### config.mk
export PLATFORM = sky130hd
export DESIGN_NAME = ir_scan_scheduler
export DESIGN_NICKNAME = d
export VERILOG_FILES = /design/src/rtl/ir_scan_scheduler.sv
export SDC_FILE = /design/constraint.sdc
export NUM_CORES = 1
export LEC_CHECK = 0
export BUFFER_PORTS_ARGS = -buffer_cell sky130_fd_sc_hd__clkbuf_2
export CAP_MARGIN = 10
export CORE_MARGIN = 5
export CORE_UTILIZATION = 62
export DETAILED_ROUTE_END_ITERATION = 8
export PLACE_DENSITY = 0.85
export RECOVER_POWER = 100
export SYNTH_ARGS = -nofsm -noshare
export SYNTH_HDL_FRONTEND = slang
export SYNTH_SLANG_ARGS = --single-unit
### constraint.sdc
create_clock -name clk -period 3.9 [get_ports clk]
set_input_delay 0.195 -clock clk [delete_from_list [all_inputs] [get_ports clk]]
set_output_delay 0.195 -clock clk [all_outputs]
set_load 0.005 [all_outputs]
### src/rtl/ir_scan_scheduler.sv
// ir_scan_scheduler: time-shares one ADC and one adc_lut across the
// front, diagonal-left and diagonal-right IR sensors.
//   clk, reset (async, active-low), enable (scan while high)
//   adc_start/adc_channel -> ADC, adc_done/adc_data <- ADC
//   lut_adc_data -> adc_lut, lut_distance <- adc_lut
//   dist_front/left/right, scan_done, timeout_err -> wall follower
`timescale 1ns/1ps
module ir_scan_scheduler #(
  parameter int         SCAN_PERIOD = 50000,
  parameter int         AVG_LOG2    = 2,
  parameter int         TIMEOUT     = 1000,
  parameter logic [1:0] CH_FRONT    = 2'd0,
  parameter logic [1:0] CH_LEFT     = 2'd1,
  parameter logic [1:0] CH_RIGHT    = 2'd2
) (
  input  logic               clk,
  input  logic               reset,
  input  logic               enable,
  output logic               adc_start,
  output logic [1:0]         adc_channel,
  input  logic               adc_done,
  input  logic signed [15:0] adc_data,
  output logic signed [15:0] lut_adc_data,
  input  logic [6:0]         lut_distance,
  output logic [6:0]         dist_front,
  output logic [6:0]         dist_left,
  output logic [6:0]         dist_right,
  output logic               scan_done,
  output logic               timeout_err
);

  localparam int AW = 16 + AVG_LOG2;
  localparam int SW = (AVG_LOG2 > 0) ? AVG_LOG2 : 1;
  localparam int PW = $clog2(SCAN_PERIOD);
  localparam int TW = $clog2(TIMEOUT + 1);
  localparam int NS = 1 << AVG_LOG2;

  typedef enum logic [2:0] {
    IDLE,
    START,
    WAIT,
    LOOKUP,
    STORE,
    NEXT
  } state_t;

  state_t               state;
  logic [1:0]           idx;
  logic [SW-1:0]        scnt;
  logic [TW-1:0]        tcnt;
  logic signed [AW-1:0] acc;
  logic                 pending;
  logic [PW-1:0]        per_cnt;
  logic                 scan_req;

  function automatic logic [1:0] ch_code(
    input logic [1:0] i
  );
    unique case (1'b1)
      i == 2'd1: ch_code = CH_LEFT;
      i == 2'd2: ch_code = CH_RIGHT;
      default:   ch_code = CH_FRONT;
    endcase
  endfunction

  assign scan_req = enable && (per_cnt == '0);

  always_ff @(posedge clk or negedge reset) begin
    if (!reset) begin
      per_cnt <= '0;
    end else if (!enable) begin
      per_cnt <= '0;
    end else if (per_cnt == PW'(SCAN_PERIOD - 1)) begin
      per_cnt <= '0;
    end else begin
      per_cnt <= per_cnt + PW'(1);
    end
  end

  always_ff @(posedge clk or negedge reset) begin
    if (!reset) begin
      state        <= IDLE;
      idx          <= '0;
      scnt         <= '0;
      tcnt         <= '0;
      acc          <= '0;
      pending      <= 1'b0;
      adc_start    <= 1'b0;
      adc_channel  <= CH_FRONT;
      lut_adc_data <= '0;
      dist_front   <= 7'd80;
      dist_left    <= 7'd80;
      dist_right   <= 7'd80;
      scan_done    <= 1'b0;
      timeout_err  <= 1'b0;
    end else begin
      adc_start <= 1'b0;
      scan_done <= 1'b0;
      if (!enable) begin
        // abandon whatever is in flight; distances keep their values
        state       <= IDLE;
        pending     <= 1'b0;
        timeout_err <= 1'b0;
      end else begin
        // requests that land mid-scan collapse into one pending bit
        if (scan_req && (state != IDLE)) begin
          pending <= 1'b1;
        end
        unique case (state)
          IDLE: begin
            idx  <= '0;
            acc  <= '0;
            scnt <= '0;
            if (scan_req || pending) begin
              pending     <= 1'b0;
              adc_start   <= 1'b1;
              adc_channel <= ch_code(2'd0);
              state       <= START;
            end
          end
          START: begin
            tcnt  <= '0;
            state <= WAIT;
          end
          WAIT: begin
            // a done arriving on the timeout cycle still counts
            if (adc_done) begin
              acc <= acc + AW'(adc_data);
              if (scnt == SW'(NS - 1)) begin
                state <= LOOKUP;
              end else begin
                scnt      <= scnt + SW'(1);
                adc_start <= 1'b1;
                state     <= START;
              end
            end else if (tcnt == TW'(TIMEOUT - 1)) begin
              timeout_err <= 1'b1;
              state       <= NEXT;
            end else begin
              tcnt <= tcnt + TW'(1);
            end
          end
          LOOKUP: begin
            // arithmetic shift gives floor division for negatives
            lut_adc_data <= 16'(acc >>> AVG_LOG2);
            state        <= STORE;
          end
          STORE: begin
            unique case (1'b1)
              idx == 2'd1: dist_left  <= lut_distance;
              idx == 2'd2: dist_right <= lut_distance;
              default:     dist_front <= lut_distance;
            endcase
            state <= NEXT;
          end
          NEXT: begin
            if (idx == 2'd2) begin
              scan_done <= 1'b1;
              state     <= IDLE;
            end else begin
              idx         <= idx + 2'd1;
              acc         <= '0;
              scnt        <= '0;
              adc_start   <= 1'b1;
              adc_channel <= ch_code(idx + 2'd1);
              state       <= START;
            end
          end
          default: state <= IDLE;
        endcase
      end
    end
  end

endmodule

==> summary.md <==
| Metric | Value |
|---|---|
| Largest net degree at the start of global routing | 62 |
| Crit path DAT | 3.01 ns |
| CP required | 4.17 ns |
| Cells along the critical path | inv_1 -> ha_1 -> nor4_1 -> mux2_2 |
| Final GP Congestion | 0.911 |
| Crit-path max FO | 7 |
| I/O Pins | 69 |
| Clk sinks | 94 |
| Clk_lat worst skew | 0.37 ns |
| Diodes inserted | 0 |
| Hold WS | 0.0528 ns |
| Drt initial violations | 222 |
| TritonCTS clock tree | done |
| Largest family of logic cells by synthesized area | simple AND/OR/NAND/NOR gates |
| Die Y | 100 microns |
| CTS Buf Count | 9 |
| Vias in the first global route | 3981 |
| Ys Warns | 0 |
| Final wirelength | 10900 microns |
| Postcts setup bufs | 0 |
| Met1 Routed Length | 4640 microns |
| Buffers added on ports | 68 |
| Synth Area in Compound Gates | 0.125 |
| Final HPWL DP | 7940 microns |
| Post-synth top area cell | dfrtp_1 |
| Final hold vios | 0 |
| Hold path startpoint | lut_distance[0] |
| DRT antenna net count | 0 |
| Die ar. | 0.0101 sq mm |
| Gr ovfl total | 0 |
| Core region area | 0.00809 sq mm |
| Async SR Flop Fraction | 1.00 |
| Total power | 1.92 mW |
| Num rows | 33 |
| Nets | 610 |
| P&R area growth vs syn | 10.8% |
| Drt wl/cell | 16.3 microns |
| GRT Total Usage | 0.233 |
| CP delay by family, top | simple AND/OR/NAND/NOR gates |
| PD cells | 342 mW/mm^2 |
| Most used DFF post-synth | dfrtp_1 |
| Failing checks | max-capacitance violations, max-slew violations |
| Number of antenna violations at the first check in global routing | 0 |
| Critical setup path kind | flop to flop |
| Reg2reg start | idx[0]$_DFFE_PN0P_ |
| Start point of the critical path | idx[0]$_DFFE_PN0P_ |
| CTS clk-pin slew, worst paths | 0.11 ns |
| Crit start category | flop |
| Initial Util | 0.626 |
| CP endpoint kind | flop |
| Final Core Density | 0.694 |
| Slowest CP cell | nor4_1 |
| First-pass GRT wire length | 18900 microns |
| Initial DRT Pass Iterations | 4 |
| Met3 routed WL | 455 microns |
| Outcome | finished with violations |
| Drc violations | 0 |
| Vias per cell | 5.90 |
| Number of synthesized flops with an enable pin | 0 |
| Final Cycle Share | 0.702 |
| Die Wd | 100 microns |
| Max-Slew Margin vs Limit | -0.127 |
| H-tree Lvls | 3 |
| Dpl cell area | 0.00550 sq mm |
| CTS max path bufs | 2 |
| Maximum clock rate | 365 MHz |
| DR vias | 3937 |
| Commonest non-fill, non-tap cells in the layout | 88 x dfrtp_1, 55 x clkbuf_2, 46 x nand2_1 |
| Synth Area in Adders | 0.0657 |
| Cell variety after synth | 58 |
| Synth Area in XOR/XNOR | 0.0484 |
| Synthesized flop and latch total | 94 |
| Peak VDD IR | 0.283 mV |
| Layout cell share with drive strength beyond 1 | 0.158 |
| Commonest non-fill, non-tap cell in the layout | dfrtp_1 |
| RSZ-0062 raised after global routing | false |
| Final Instance Area | 0.00561 sq mm |
| TNS Setup | 0 ns |
| Uppermost layer routed | met4 |
| Met2 wire length | 5550 microns |
| Post-synthesis sequential area ratio | 0.466 |
| Post-synth top area share | 0.435 |
| CP bufs+invs | 1 |
| Leakage | 2.73 nW |
| Max-slew violation count | 8 |
| Synth Net Count | 543 |
| Hold Path Class | input port to flop |
| Simple-gate portion of the synthesized area | 0.180 |
| Synth top area cells | dfrtp_1 43%, ha_1 6.2%, mux2_1 5.6% |
| Worst-Margin Slew | 1.68 ns |
| Setup violators final | 0 |
| Cells after Synth | 490 |
| Fin crit period | 2.74 ns |
| Setup Skew | 0.0153 ns |
| Root buffer cell | clkbuf_8 |
| Largest stage delay, worst path | 1.33 ns |
| Multiplexer share of the synthesized area | 0.0884 |
| Syn avg cell area | 10.3 sq um |
| Cell area after synthesis | 0.00507 sq mm |
| Max-cap violation count | 1 |
[Yosys cell counts, types with 4 or more instances]
library cell	count
nor2_1	37
nor2b_1	6
nand3b_1	5
nor3_1	11
mux2_1	25
buf_2	5
dfrtp_1	88
and3_1	8
mux2_2	13
a21o_1	4
nor3b_1	8
a21oi_1	20
o21ai_1	12
or3_1	4
clkbuf_1	10
o211ai_1	7
o21ai_0	17
xnor2_1	15
a211oi_1	4
inv_1	17
nand4_1	6
nand2_1	46
dfstp_2	6
nand3_1	19
and2_1	5
xor2_1	13
o31ai_1	5
ha_1	25
o21a_1	6
[metrics by stage]
stage                     instances  setup WS (ns)
after detailed placement        650           1.63
after global placement          650           1.72
after floorplan                 490           1.83
after CTS                       667           1.57
after global routing            667           1.10
final                           667           1.16
[flip-flops by register name (all words and copies together) (netlist names), 3 cells and up]
register and flops:
tcnt 10, per_cnt 16, dist_right 7, dist_front 7
lut_adc_data 16, state 3, dist_left 7, acc 18
[timing repair]
| action | 4_1_cts | 5_1_grt |
|---|---|---|
| endpoints found under the hold margin | 54 | 0 |
| resized for setup | 0 | 0 |
| hold buffers | 1 | 0 |
[worst reg2reg max path, cell delays in order (launching register included)]
cell and delay [ns]:
dfrtp_1 0.44, inv_1 0.09, ha_1 0.34, nor4_1 1.33, mux2_2 0.45
[path summary, 6_finish.rpt]
check,to,slack (ns),depth (start not counted)
max,dist_front[3]$_DFFE_PN0P_,1.16,4
min,dist_right[0]$_DFFE_PN0P_,0.05,2
max reg2reg,dist_front[3]$_DFFE_PN0P_,1.16,4
min reg2reg,adc_channel[0]$_DFFE_PN0P_,0.49,1
max in group asynchronous,acc[12]$_DFFE_PN0P_,1.66,3
min in group asynchronous,dist_left[1]$_DFFE_PN0P_,0.68,2
[final cells by class]
cell class              count  area [sq um]
fillers                   621          2480
multi-input cells         362          2520
repair buffers             72           349
clock buffers               9           124
clock inverters             7          62.6
flip-flops and latches     94          2360
inverters                  18          67.6
well taps                 105           131
[cell families after synthesis]
logic type               after synthesis
AO/OA/AOI/OAI                         96
XOR/XNOR                              28
adder cells (fa/ha/maj)               26
buffers and inverters                 34
flip-flops                            94
multiplexers                          40
AND/OR/NAND/NOR                      172
[report_power, final]
group | leakage, nW | internal (mW) | switching, mW
clock network | 0.0980 | 0.247 | 0.384
registers | 1.29 | 1.01 | 0.0346
logic | 1.35 | 0.0948 | 0.148
[routing by layer]
layer | up-vias | GRT usage
li1 | 1885 | -
met1 | 1922 | 0.307
met2 | 102 | 0.394
met3 | 28 | 0.0396
met4 | 0 | 0.0715
met5 | - | 0
Power figures use the tool's default switching activity.
